[src/rtl/sobel_window_gen.sv]
// Streaming 3x3 window generator: buffers two previous lines and emits each fully
// populated neighbourhood (no border padding) with a one-cycle valid strobe.
module sobel_window_gen #(
    parameter int unsigned PIXEL_WIDTH = 8,
    parameter int unsigned LINE_LEN    = 32,
    parameter int unsigned FRAME_ROWS  = 32
) (
    input  logic                     clk_i,
    input  logic                     nreset_i,
    input  logic                     start_i,
    input  logic                     px_valid_i,
    input  logic [PIXEL_WIDTH-1:0]   px_i,
    output logic [9*PIXEL_WIDTH-1:0] window_o,
    output logic                     window_valid_o,
    output logic                     frame_done_o
);

    localparam int unsigned COL_W = $clog2(LINE_LEN);
    localparam int unsigned ROW_W = $clog2(FRAME_ROWS);
    localparam logic [COL_W-1:0] COL_LAST = COL_W'(LINE_LEN - 1);
    localparam logic [ROW_W-1:0] ROW_LAST = ROW_W'(FRAME_ROWS - 1);

    logic [COL_W-1:0]         col_q;
    logic [ROW_W-1:0]         row_q;
    logic [PIXEL_WIDTH-1:0]   line0_q [LINE_LEN];
    logic [PIXEL_WIDTH-1:0]   line1_q [LINE_LEN];
    logic [9*PIXEL_WIDTH-1:0] win_q;
    logic [9*PIXEL_WIDTH-1:0] win_d;
    logic [9*PIXEL_WIDTH-1:0] window_q;
    logic                     valid_q;
    logic                     done_q;
    logic                     accept;
    logic                     col_last;
    logic                     row_last;
    logic                     win_ready;

    assign accept    = px_valid_i && !start_i;
    assign col_last  = (col_q == COL_LAST);
    assign row_last  = (row_q == ROW_LAST);
    assign win_ready = (row_q >= ROW_W'(2)) && (col_q >= COL_W'(2));

    // Shift the window left by one column; the new right column is {line1, line0, px}.
    always_comb begin
        win_d = win_q;
        for (int unsigned r = 0; r < 3; r++) begin
            win_d[(3*r)*PIXEL_WIDTH +: PIXEL_WIDTH]   = win_q[(3*r+1)*PIXEL_WIDTH +: PIXEL_WIDTH];
            win_d[(3*r+1)*PIXEL_WIDTH +: PIXEL_WIDTH] = win_q[(3*r+2)*PIXEL_WIDTH +: PIXEL_WIDTH];
        end
        win_d[2*PIXEL_WIDTH +: PIXEL_WIDTH] = line1_q[col_q];
        win_d[5*PIXEL_WIDTH +: PIXEL_WIDTH] = line0_q[col_q];
        win_d[8*PIXEL_WIDTH +: PIXEL_WIDTH] = px_i;
    end

    // Line storage is never observed before being rewritten, so it carries no reset.
    always_ff @(posedge clk_i) begin
        if (accept) begin
            line1_q[col_q] <= line0_q[col_q];
            line0_q[col_q] <= px_i;
        end
    end

    always_ff @(posedge clk_i or negedge nreset_i) begin
        if (!nreset_i) begin
            col_q    <= '0;
            row_q    <= '0;
            win_q    <= '0;
            window_q <= '0;
            valid_q  <= 1'b0;
            done_q   <= 1'b0;
        end else if (start_i) begin
            col_q   <= '0;
            row_q   <= '0;
            valid_q <= 1'b0;
            done_q  <= 1'b0;
        end else begin
            valid_q <= 1'b0;
            done_q  <= 1'b0;
            if (px_valid_i) begin
                win_q <= win_d;
                if (win_ready) begin
                    window_q <= win_d;
                    valid_q  <= 1'b1;
                end
                if (col_last) begin
                    col_q <= '0;
                    if (row_last) begin
                        row_q  <= '0;
                        done_q <= 1'b1;
                    end else begin
                        row_q <= row_q + ROW_W'(1);
                    end
                end else begin
                    col_q <= col_q + COL_W'(1);
                end
            end
        end
    end

    assign window_o       = window_q;
    assign window_valid_o = valid_q;
    assign frame_done_o   = done_q;

endmodule

[config.mk]
export PLATFORM = sky130hd
export DESIGN_NAME = sobel_window_gen
export DESIGN_NICKNAME = d
export VERILOG_FILES = /design/src/rtl/sobel_window_gen.sv
export SDC_FILE = /design/constraint.sdc
export NUM_CORES = 1
export LEC_CHECK = 0
export CAP_MARGIN = 10
export CORE_MARGIN = 1.5
export CORE_UTILIZATION = 38
export DETAILED_ROUTE_END_ITERATION = 7
export PLACE_DENSITY_LB_ADDON = 0.25
export SYNTH_ARGS = -nofsm -noshare
export SYNTH_HDL_FRONTEND = slang
export SYNTH_SLANG_ARGS = --single-unit
[constraint.sdc]
create_clock -name clk_i -period 2.63 [get_ports clk_i]
set_clock_uncertainty 0.05 [all_clocks]
set_input_delay 0.6575 -clock clk_i [delete_from_list [all_inputs] [get_ports clk_i]]
set_output_delay 0.6575 -clock clk_i [all_outputs]
set_load 0.1 [all_outputs]
Yosys cells after proc, flatten, opt, wreduce, memory -nomap -nowiden:

Memories as Yosys holds them, arrays and structs flattened.
Index checks and enable logic that the tools add are counted.

* RAM bits: 512
* memories kept: 2
* input bits: 12
* register bits after elaboration: 156

Memories
* line0_q: depth 32, bits a word 8, rd ports 1, clocked after Yosys merged registers in 0, write ports 1, RTL line 25 `logic [PIXEL_WIDTH-1:0] line0_q [LINE_LEN];`
* line1_q: depth 32, bits a word 8, rd ports 1, clocked after Yosys merged registers in 0, write ports 1, RTL line 26 `logic [PIXEL_WIDTH-1:0] line1_q [LINE_LEN];`

* equality and inequality tests: 2
* reduce and logical (&&, ||, !) cells: 8
* $add $sub $neg: 2
* magnitude comparators: 2
* bitwise gates (word level): 1
* mux-type cells: 16

Operators by type and width (count)
* two-way mux 5 bit: 7
* adder 5 x 1 -> 5 bit, second input constant: 2
* == test 5 bit, second input constant: 2
* >= comparator 5 x 2 -> 1 bit, second input constant: 2
* two-way mux 1 bit: 9
* AND reduction 2 bit: 2
* nonzero test 2 bit: 2
* AND reduction 3 bit: 1
* logical AND 1 bit: 2
* zero test 1 bit: 1
* inverter 1 bit: 1

Longest topological paths before layout:

Gate-level depths: netlist of the first run.

* depth after elaboration: 5
* gate-level depth with buffers: 9
* depth with buffers taken out: 7

Worst setup path before layout of the first run:

OpenSTA, ideal clock, no wires.

* path kind: input to register
* start point: input px_valid_i
* end point: memory line0_q[12][0], enable pin
* required time: 2.192 ns
* cell stages on the path: 6
* setup slack: -0.167 ns
* data arrival time: 2.358 ns
* path through: buf_2 -> nor2b_1 -> buf_2 -> buf_1 -> nand2_1 -> nor2_1

* longest elaborated chain between the ends: 3

Ends and longest elaborated chain
* from (decl): RTL line 11 `input logic px_valid_i,`
* logical AND 1 bit: RTL line 37 `assign accept = px_valid_i && !start_i;`
* two-way mux 1 bit: RTL line 56 `if (accept) begin`
* two-way mux 1 bit (not written as such): RTL line 58 `line0_q[col_q] <= px_i;`
* to (decl): RTL line 25

Every way passes these cells.

Worst setup path in the final report of the first run:

* start point: register col_q[1]
* end point: memory line1_q[6][6] (data pin)

* longest elaborated chain between the ends: 1

Ends and longest elaborated chain
* from (decl): RTL line 23 `logic [COL_W-1:0] col_q;`
* from (signal assigned): RTL line 93 `col_q <= col_q + COL_W'(1);`
* memory (32 x 8 bit)
* net win_d[46]: RTL line 28 `logic [9*PIXEL_WIDTH-1:0] win_d;`
* to (decl): RTL line 26

The timed path passes the listed nets, and every way through them passes these cells.

==> results of run 1 <==
[worst paths after layout]
| path | slack (ns) | end | from | cells after the start |
|---|---|---|---|---|
| min in group asynchronous | 0.54 | window_o[25] | nreset_i | 2 |
| hold reg to reg | 0.45 | window_o[31] | win_q[39] | 1 |
| hold / removal | 0.45 | window_o[31] | win_q[39] | 1 |
| max in group asynchronous | 1.39 | window_o[64] | nreset_i | 3 |
| setup / recovery | -0.02 | line1_q[6][6] | col_q[1] | 9 |
| setup reg to reg | -0.02 | line1_q[6][6] | col_q[1] | 9 |
[cell families after synthesis]
family | after synthesis | synth area share [%]
mux | 363 | 15.9
buf+inv | 84 | 2.28
simple gates | 151 | 3.39
flops | 644 | 74.0
compound gates | 158 | 4.00
fa+ha+maj | 8 | 0.397
[metal layers]
layer | global-route usage, % | routed length [um]
met4 | 5.15 | 1050
met5 | 0 | 0
met3 | 2.93 | 3780
met2 | 29.0 | 29400
met1 | 27.2 | 28800
[critical path, delay by kind of cell, from the launching register on]
family          cells  cell delay (ns)
buf+inv             5             0.92
flops               1             0.55
simple gates        2             0.54
mux                 1             0.20
compound gates      1             0.12
[cell type report]
type                       instances  area, um^2
fill                            5520       34500
multi-input combinational        680        6260
tap                              864        1080
sequential                       644       18700
inverter                           3        11.3
timing repair buffer             293        2950
clock inverter                    32         347
clock buffer                      92        1920
[sequential cells by signal, indices dropped and copies added, names as in the netlist]
register	cells
frame_done_o	1
line0_q	256
col_q	5
window_valid_o	1
window_o	72
line1_q	256
win_q	48
row_q	5
[power by group]
part,total [uW],switching [uW],internal (uW)
logic,1340,752,593
clock network,9650,3900,5740
registers,11400,117,11300
[through the flow]
step	utilization [%]	total power (uW)	TNS (ns)	hold slack, ns	worst slack, ns
after detailed placement	43.3	12900	-55.09	0.441	-0.476
after global routing	47.5	23100	-1.57	0.470	-0.0347
after floorplan	-	12200	-84.49	0.312	-0.167
after global placement	43.3	12800	-53.15	0.438	-0.482
final	47.5	22400	-0.336	0.450	-0.0162
after CTS	47.1	22600	0	0.455	0.00197
[cells in the mapped netlist (all sizes together), types with 5 or more instances]
cell	n
o22ai	128
a21oi	7
nand4bb	6
a31oi	17
or4b	5
clkbuf	11
nor4	32
nor2	59
buf	70
mux2	105
edfxtp	512
ha	8
dfrtp	132
mux2i	258
nand2	23
[repair_timing]
item	in CTS	in global routing
hold endpoints to repair	50	0
gates cloned	1	1
resized for setup	36	30
buffers inserted	2	11
hold buffers	1	0
setup endpoints to repair	248	184
pin swaps	2	8
==> flow_metrics.env, run 1 <==
export IMPL_status="complete, but fails checks"
export IMPL_violated_checks="setup timing"
export IMPL_synth_sequential_area_ratio_pct=74.0
export IMPL_antenna_cells=0
export IMPL_power_per_cell_area_nw_per_um2=716
export IMPL_critical_path_max_stage_delay_ns=0.55
export IMPL_grt_first_pass_wirelength_um=92300
export IMPL_crit_path_cell_trace="buf_12 > buf_4 > buf_12 > mux2i_1 > o22ai_1 > nor4_2 > buf_4 > nand2_2 > buf_4"
export IMPL_grt_start_max_net_pins=53
export IMPL_grt_setup_unrepaired="true"
export IMPL_final_common_cell="sky130_fd_sc_hd__edfxtp_1"
export IMPL_final_period_utilization_pct=101
export IMPL_gr_usage_all_layers_pct=18.7
export IMPL_die_area_um2=68000
export IMPL_layout_drive_gt1_share_pct=30.9
export IMPL_die_h_um=261
export IMPL_syn_nets=1428
export IMPL_wl_um=63000
export IMPL_max_clock_path_buffers=3
export IMPL_ant_nets=0
export IMPL_maxSlewViolCount=0
export IMPL_critical_path_endpoint_type="flop"
export IMPL_clock_sinks=644
export IMPL_final_period_minus_worst_setup_slack_ns=2.65
export IMPL_finalWeightedCongestion=0.786
export IMPL_drt_first_pass_iters=5
export IMPL_finish_cell_count_without_fillers=2608
export IMPL_drt_iter0_drc=1230
export IMPL_synthFlopType="sky130_fd_sc_hd__edfxtp_1"
export IMPL_worst_path_max_fanout=16
export IMPL_leakage_power_uw=0.0111
export IMPL_area_growth_synth_to_final_pct=23.8
export IMPL_critical_path_arrival_ns=2.94
export IMPL_floorplan_core_area_um2=65700
export IMPL_top_level_ports=86
export IMPL_fmax_mhz=378
export IMPL_timing_max_cap_violations=0
export IMPL_clk_transition_reported_paths_ns=0.06
export IMPL_cts_tree="built"
export IMPL_vdd_drop_max_mv=0.486
export IMPL_synth_largest_area_cell="sky130_fd_sc_hd__edfxtp_1"
export IMPL_first_global_vias=13700
export IMPL_global_route_total_overflow=0
export IMPL_timing_final_hold_violations=0
export IMPL_mappedNetlistArea_um2=25200
export IMPL_detailed_place_hpwl_um=40600
export IMPL_mostFrequentLayoutCells="sky130_fd_sc_hd__edfxtp_1, sky130_fd_sc_hd__mux2i_1, sky130_fd_sc_hd__buf_4"
export IMPL_route_detailed_drc=0
export IMPL_post_synth_edffs=512
export IMPL_numCtsBuffers=68
export IMPL_worst_pin_slew_ns=0.622
export IMPL_crit_path_frequent_cell="sky130_fd_sc_hd__buf_4"
export IMPL_dpl_cell_count=2468
export IMPL_detailed_place_area_um2=28500
export IMPL_synthDominantCellAreaShare_pct=60.9
export IMPL_htree_num_levels=3
export IMPL_numPortBuffers=85
export IMPL_fin_ws_ns=-0.0162
export IMPL_number_of_vias_per_cell=5.26
export IMPL_finalSetupViolations=32
export IMPL_fp_row_count=94
export IMPL_required_ns=2.92
export IMPL_route_detailed_wl_per_inst_um=24.2
export IMPL_via_count=13700
export IMPL_synth_cells=1408
export IMPL_cp_slowest_cell="sky130_fd_sc_hd__dfrtp_4"
export IMPL_finalInstanceArea_um2=31200
export IMPL_yosysWarnings=0
export IMPL_maxSlewHeadroom_pct=58.5
export IMPL_synth_lib_cells_used_distinct=43
export IMPL_die_w_um=261
export IMPL_clkLatencyLatePin_ns=0.61
export IMPL_mean_instance_size_in_the_synthesized_netlist_um2=17.9
export IMPL_layout_nets=1710
export IMPL_initial_antenna_violation_count=0
export IMPL_initial_utilization_pct=38.4
export IMPL_yosys_register_bits=644
export IMPL_startpoint_to_endpoint_class_of_the_critical_path="reg -> reg"
export IMPL_cp_start_kind="flop"
export IMPL_clock_tree_root_cell="sky130_fd_sc_hd__clkbuf_16"
export IMPL_synth_async_sr_flop_share_pct=20.5
export IMPL_yosys_top_cells_area="sky130_fd_sc_hd__edfxtp_1, sky130_fd_sc_hd__dfrtp_1, sky130_fd_sc_hd__mux2i_1"
export IMPL_min_delay_path_class="reg -> reg"
No activity file was read; power rests on OpenSTA's default activity.
==> run 2, diff against run 1 <==
--- a/config.mk
+++ b/config.mk
@@ -8,6 +8,8 @@
 export CAP_MARGIN = 10
 export CORE_MARGIN = 1.5
 export CORE_UTILIZATION = 38
+export CTS_CLUSTER_DIAMETER = 150
+export CTS_CLUSTER_SIZE = 28
 export DETAILED_ROUTE_END_ITERATION = 7
 export PLACE_DENSITY_LB_ADDON = 0.25
 export SYNTH_ARGS = -nofsm -noshare
==> run 2 against run 1 <==
The flow now finishes without violations. Sequential power is essentially flat. Critical endpoint is now line1_q[25][6]. Worst setup slack gained 0.065 ns. Combinational power grew 4%. Register-to-register slack gained 0.07 ns. Sequential share of layout area grew 2.8 points. Cell count shrank 3.0%. Via count shrank 1.3%. Hold slack gained 0.010 ns. Non-clock buffer count shrank 1. Critical path depth is the same. Clock power shrank 49%.
==> flow_metrics.env, run 2 (synthesis results as in run 1) <==
export IMPL_status="finished, final reports clean"
export IMPL_r2r_start="col_q[1]"
export IMPL_setup_total_negative_slack_ns=0
export IMPL_crit_start="col_q[1]"
export IMPL_final_period_minus_worst_setup_slack_ns=2.58
export IMPL_detailed_place_area_um2=28500
export IMPL_final_period_utilization_pct=98.1
export IMPL_numPortBuffers=85
export IMPL_worst_r2r_path_depth=9
export IMPL_worst_pin_slew_ns=0.640
export IMPL_top_level_ports=86
export IMPL_floorplan_core_area_um2=65700
export IMPL_global_route_total_overflow=0
export IMPL_endpoint="line1_q[25][6]"
export IMPL_initial_antenna_violation_count=0
export IMPL_fmax_mhz=387
export IMPL_die_w_um=261
export IMPL_die_h_um=261
export IMPL_first_global_vias=13400
export IMPL_min_delay_path_class="reg -> reg"
export IMPL_crit_reg2reg_capture="line1_q[25][6]"
export IMPL_vdd_drop_max_mv=0.555
export IMPL_crit_path_frequent_cell="sky130_fd_sc_hd__buf_4"
export IMPL_crit_path_cell_trace="buf_4 > buf_12 > buf_16 > mux2i_1 > o22ai_2 > nor4_1 > buf_4 > nand2_4 > buf_6"
export IMPL_antenna_cells=0
export IMPL_clkLatencyLatePin_ns=0.60
export IMPL_maxSlewViolCount=0
export IMPL_critical_path_arrival_ns=2.88
export IMPL_ant_nets=0
export IMPL_number_of_vias_per_cell=5.35
export IMPL_drt_first_pass_iters=5
export IMPL_power_per_cell_area_nw_per_um2=592
export IMPL_fp_row_count=94
export IMPL_clk_transition_reported_paths_ns=0.11
export IMPL_max_clock_path_buffers=3
export IMPL_grt_setup_unrepaired="false"
export IMPL_timing_max_cap_violations=0
export IMPL_clock_sinks=644
export IMPL_final_core_utilization_pct=45.4
export IMPL_grt_first_pass_wirelength_um=90600
export IMPL_cts_tree="built"
export IMPL_wl_um=62300
export IMPL_required_ns=2.93
export IMPL_detailed_place_hpwl_um=40600
export IMPL_finalInstanceArea_um2=29900
export IMPL_startpoint_to_endpoint_class_of_the_critical_path="reg -> reg"
export IMPL_number_of_buffers_and_inverters_on_the_critical_path=5
export IMPL_cp_start_kind="flop"
export IMPL_holdCritStartpoint="win_q[39]"
export IMPL_via_count=13500
export IMPL_gr_usage_all_layers_pct=18.1
export IMPL_layout_nets=1667
export IMPL_cpLargestDelayFamily="buffers and inverters"
export IMPL_critical_path_endpoint_type="flop"
export IMPL_critical_path_max_stage_delay_ns=0.53
export IMPL_cp_slowest_cell="sky130_fd_sc_hd__dfrtp_4"
export IMPL_reg2reg_slack_ns=0.05
export IMPL_finalWeightedCongestion=0.786
export IMPL_grt_start_max_net_pins=53
export IMPL_layout_drive_gt1_share_pct=28.4
export IMPL_mostFrequentLayoutCells="sky130_fd_sc_hd__edfxtp_1, sky130_fd_sc_hd__mux2i_1, sky130_fd_sc_hd__buf_4"
export IMPL_finish_cell_count_without_fillers=2531
export IMPL_timing_critical_path_depth=9
export IMPL_dpl_cell_count=2468
export IMPL_leakage_power_uw=0.0104
export IMPL_htree_num_levels=1
export IMPL_final_common_cell="sky130_fd_sc_hd__edfxtp_1"
export IMPL_worst_path_max_fanout=26
export IMPL_area_growth_synth_to_final_pct=18.3
export IMPL_finalSetupViolations=0
export IMPL_drt_iter0_drc=1225
export IMPL_route_detailed_drc=0
export IMPL_maxSlewHeadroom_pct=57.3
export IMPL_route_detailed_wl_per_inst_um=24.6
export IMPL_numCtsBuffers=26
export IMPL_initial_utilization_pct=38.4
export IMPL_timing_final_hold_violations=0
export IMPL_die_area_um2=68000
export IMPL_clock_tree_root_cell="sky130_fd_sc_hd__clkbuf_16"
run 2: metrics by stage:
| stage | hold slack (ns) | total power (uW) | worst slack (ns) |
|---|---|---|---|
| 2_1_floorplan | 0.312 | 12200 | -0.167 |
| 5_1_grt | 0.486 | 18300 | 0.00940 |
| 3_3_place_gp | 0.438 | 12800 | -0.482 |
| 6_report | 0.460 | 17700 | 0.0489 |
| 3_5_place_dp | 0.441 | 12900 | -0.476 |
| 4_1_cts | 0.466 | 17800 | 0.00331 |
run 2: power breakdown:
part | switching [uW] | total (uW) | leakage [uW] | internal (uW)
combinational | 771 | 1390 | 0.00369 | 622
clock | 2960 | 4920 | 0.000358 | 1960
sequential | 115 | 11400 | 0.00633 | 11300
total | 3840 | 17700 | 0.0104 | 13800
run 2: layout make-up:
cell class,count,area (um^2)
Sequential cell,644,18700
Inverter,3,11.3
Fill cell,5651,35900
Clock buffer,48,754
Tap cell,864,1080
Multi-Input combinational cell,680,6320
Timing Repair Buffer,292,3010
run 2: per-layer routing:
layer,global-route usage [%],part of all wire (%),vias up
li1,-,-,5999
met1,26.9,46,7086
met2,29.1,47,395
met3,2.02,5.4,51
met4,3.11,1.4,0
met5,0,0,-
run 2: how the worst min path moves through the flow:
stage                              end  slack (ns)  cells after the start
final                     window_o[31]        0.46                      1
after global routing      window_o[31]        0.49                      1
after CTS                 window_o[31]        0.47                      1
after detailed placement  window_o[31]        0.44                      1
after global placement    window_o[25]        0.44                      1
after floorplan               col_q[0]        0.31                      0
run 2: worst register-to-register path, cell delays in order, from the launching register on:
cell                      delay, ns
sky130_fd_sc_hd__dfrtp_4       0.53
sky130_fd_sc_hd__buf_4         0.16
sky130_fd_sc_hd__buf_12        0.13
sky130_fd_sc_hd__buf_16        0.19
sky130_fd_sc_hd__mux2i_1       0.24
sky130_fd_sc_hd__o22ai_2       0.13
sky130_fd_sc_hd__nor4_1        0.37
sky130_fd_sc_hd__buf_4         0.23
sky130_fd_sc_hd__nand2_4       0.12
sky130_fd_sc_hd__buf_6         0.17
run 2: what timing repair did:
item | CTS | global route
pin swaps | 8 | 8
setup endpoints to repair | 248 | 173
hold buffers | 1 | 0
endpoints found under the hold margin | 50 | 0
buffers inserted | 12 | 0
resized for setup | 46 | 36
gates cloned | 3 | 1
==> variant, RTL diff (settings of run 1) <==
Change the parameter `LINE_LEN` from 32 to 64.
--- a/src/rtl/sobel_window_gen.sv
+++ b/src/rtl/sobel_window_gen.sv
@@ -2,7 +2,7 @@
 // populated neighbourhood (no border padding) with a one-cycle valid strobe.
 module sobel_window_gen #(
     parameter int unsigned PIXEL_WIDTH = 8,
-    parameter int unsigned LINE_LEN    = 32,
+    parameter int unsigned LINE_LEN    = 64,
     parameter int unsigned FRAME_ROWS  = 32
 ) (
     input  logic                     clk_i,
Function: no difference found for any inputs over 4 cycles, from zero or initial values and one cycle with nreset_i low; that may be too few to reach the edited logic, so the function may still have changed.
==> variant against run 1 <==
  * The flow still finishes with violations (setup timing)
  * Total power rose by 83%
  * Sequential cell count rose by 513
  * Routed wire length rose by 140%
  * Synthesized area rose by 79%
  * Combinational power rose to 2.8 times the old value
  * Final cell count rose by 89%
  * Die area rose by 78%
  * Setup slack got worse by 0.49 ns
  * Design area rose by 85%
  * Critical path type unchanged
  * Highest routed layer is now met5
==> variant: results <==
[grt]
grt_pass1_vias = 28940
use_met1_pct = 33.64
antenna_found_initial = 5
grt_max_degree = 67
met2_usage_pct = 39.76
track_usage_pct = 24.96
met3_usage_pct = 4.594
grt_pass1_wl_um = 215300

[synthesis]
netlist_top_cells_count = edfxtp_1, a22oi_1, nand2_1, mux2_2, dfrtp_1
synth_adder_area_share_pct = 0.1382
synth_async_sr_flop_share_pct = 11.50
synth_xor_xnor_area_share_pct = 0.05806
ys_top_cells_by_area = edfxtp_1, dfrtp_1, mux2_2, a22oi_1, a221oi_1
synthDistinctLibCells = 79
synth-compound-area-share_pct = 10.71
synthMuxAreaShare_pct = 5.911
synth_edf_count = 1024
ys_seq_area_share_pct = 75.30

[power_and_ir_drop]
p_leak_nw = 20.25
p_int_mw = 31.50
p_comb_mw = 3.75
p_seq_share_pct = 50.0
combPwrFrac_pct = 9.1
vdd_drop_max_v = 0.0005539

[cts]
holdBufCountCts = 1
clk-insertion-delay-late_ns = 0.74
htree_levels = 3
cts_buffers = 119
cts_resized = 83
post_cts_buffers = 13
cts.clk_slew.worst_paths_ns = 0.06

[status]
status = finished with violations
violations = setup timing

[timing]
setup_ws_ns = -0.5060
max_slew.worst_pin.slew_ns = 0.8743
finalSetupViolCount = 574

[worst_setup_path]
r2r_start = col_q[2]$_DFFE_PN0P_
cp_max_fo = 27
cp_data_arrival_time_ns = 3.54
cp-start-kind = flip-flop
worstReg2RegEnd = line1_q[50][4]$_DFFE_PP_
reg2regPathDepth = 11

[cells_and_area]
nets = 3318
fill_cells = 9819
drive_gt1_share_pct = 33.42

[drt]
wirelength_met1_um = 61710
dr_wl_met2_um = 70980
vias_per_cell = 5.891
top_layer = met5
route.met3.wl_um = 13220
first_iter_violations = 3658
wl_per_cell_um = 30.99
drt_pre_antenna_iters = 8

[place]
post-place-ws_ns = -0.8865
dp_hpwl_um = 103200
finalWeightedCongestion = 0.9305
dpl_cell_area_sq_mm = 0.05292

[min_path]
hold_path_class = input port to async pin
variant: cell count changes after synthesis, sizes merged, moves of 56 or more:
cell    before   now
buf         70   147
nand2       23   154
a22oi        1   161
o22ai      128    25
a21oi        7    67
nor2        59   115
edfxtp     512  1024
mux2i      258    52
a221oi       0   112
variant: worst min path at each step:
| stage | start | to | slack, ns | depth (start not counted) |
|---|---|---|---|---|
| 6_report | nreset_i | win_q[65]$_DFFE_PN0P_ | 0.43 | 2 |
| 5_1_grt | win_q[13]$_DFFE_PN0P_ | win_q[13]$_DFFE_PN0P_ | 0.44 | 2 |
| 4_1_cts | nreset_i | win_q[59]$_DFFE_PN0P_ | 0.42 | 2 |
| 3_5_place_dp | win_q[14]$_DFFE_PN0P_ | win_q[14]$_DFFE_PN0P_ | 0.41 | 2 |
| 3_3_place_gp | win_q[11]$_DFFE_PN0P_ | win_q[11]$_DFFE_PN0P_ | 0.40 | 2 |
| 2_1_floorplan | nreset_i | col_q[0]$_DFFE_PN0P_ | 0.31 | 0 |
variant: area by class of cell:
| cell class | count | area, sq um | share of cell area, % |
|---|---|---|---|
| Sequential cell | 1157 | 34090 | 59.01 |
| Multi-Input combinational cell | 1328 | 10630 | 18.40 |
| Timing Repair Buffer | 688 | 7212 | 12.48 |
| Clock buffer | 152 | 3162 | 5.473 |
| Tap cell | 1536 | 1922 | 3.327 |
| Clock inverter | 64 | 695.7 | 1.204 |
| Inverter | 7 | 46.29 | 0.08014 |
| Antenna cell | 5 | 12.51 | 0.02166 |
variant: per-stage QoR:
stage,instances,TNS (ns)
2_1_floorplan,2703,-379.83
5_1_grt,4934,-224.89
3_3_place_gp,4685,-380.19
6_report,4937,-206.48
3_5_place_dp,4685,-372.21
4_1_cts,4920,-187.58
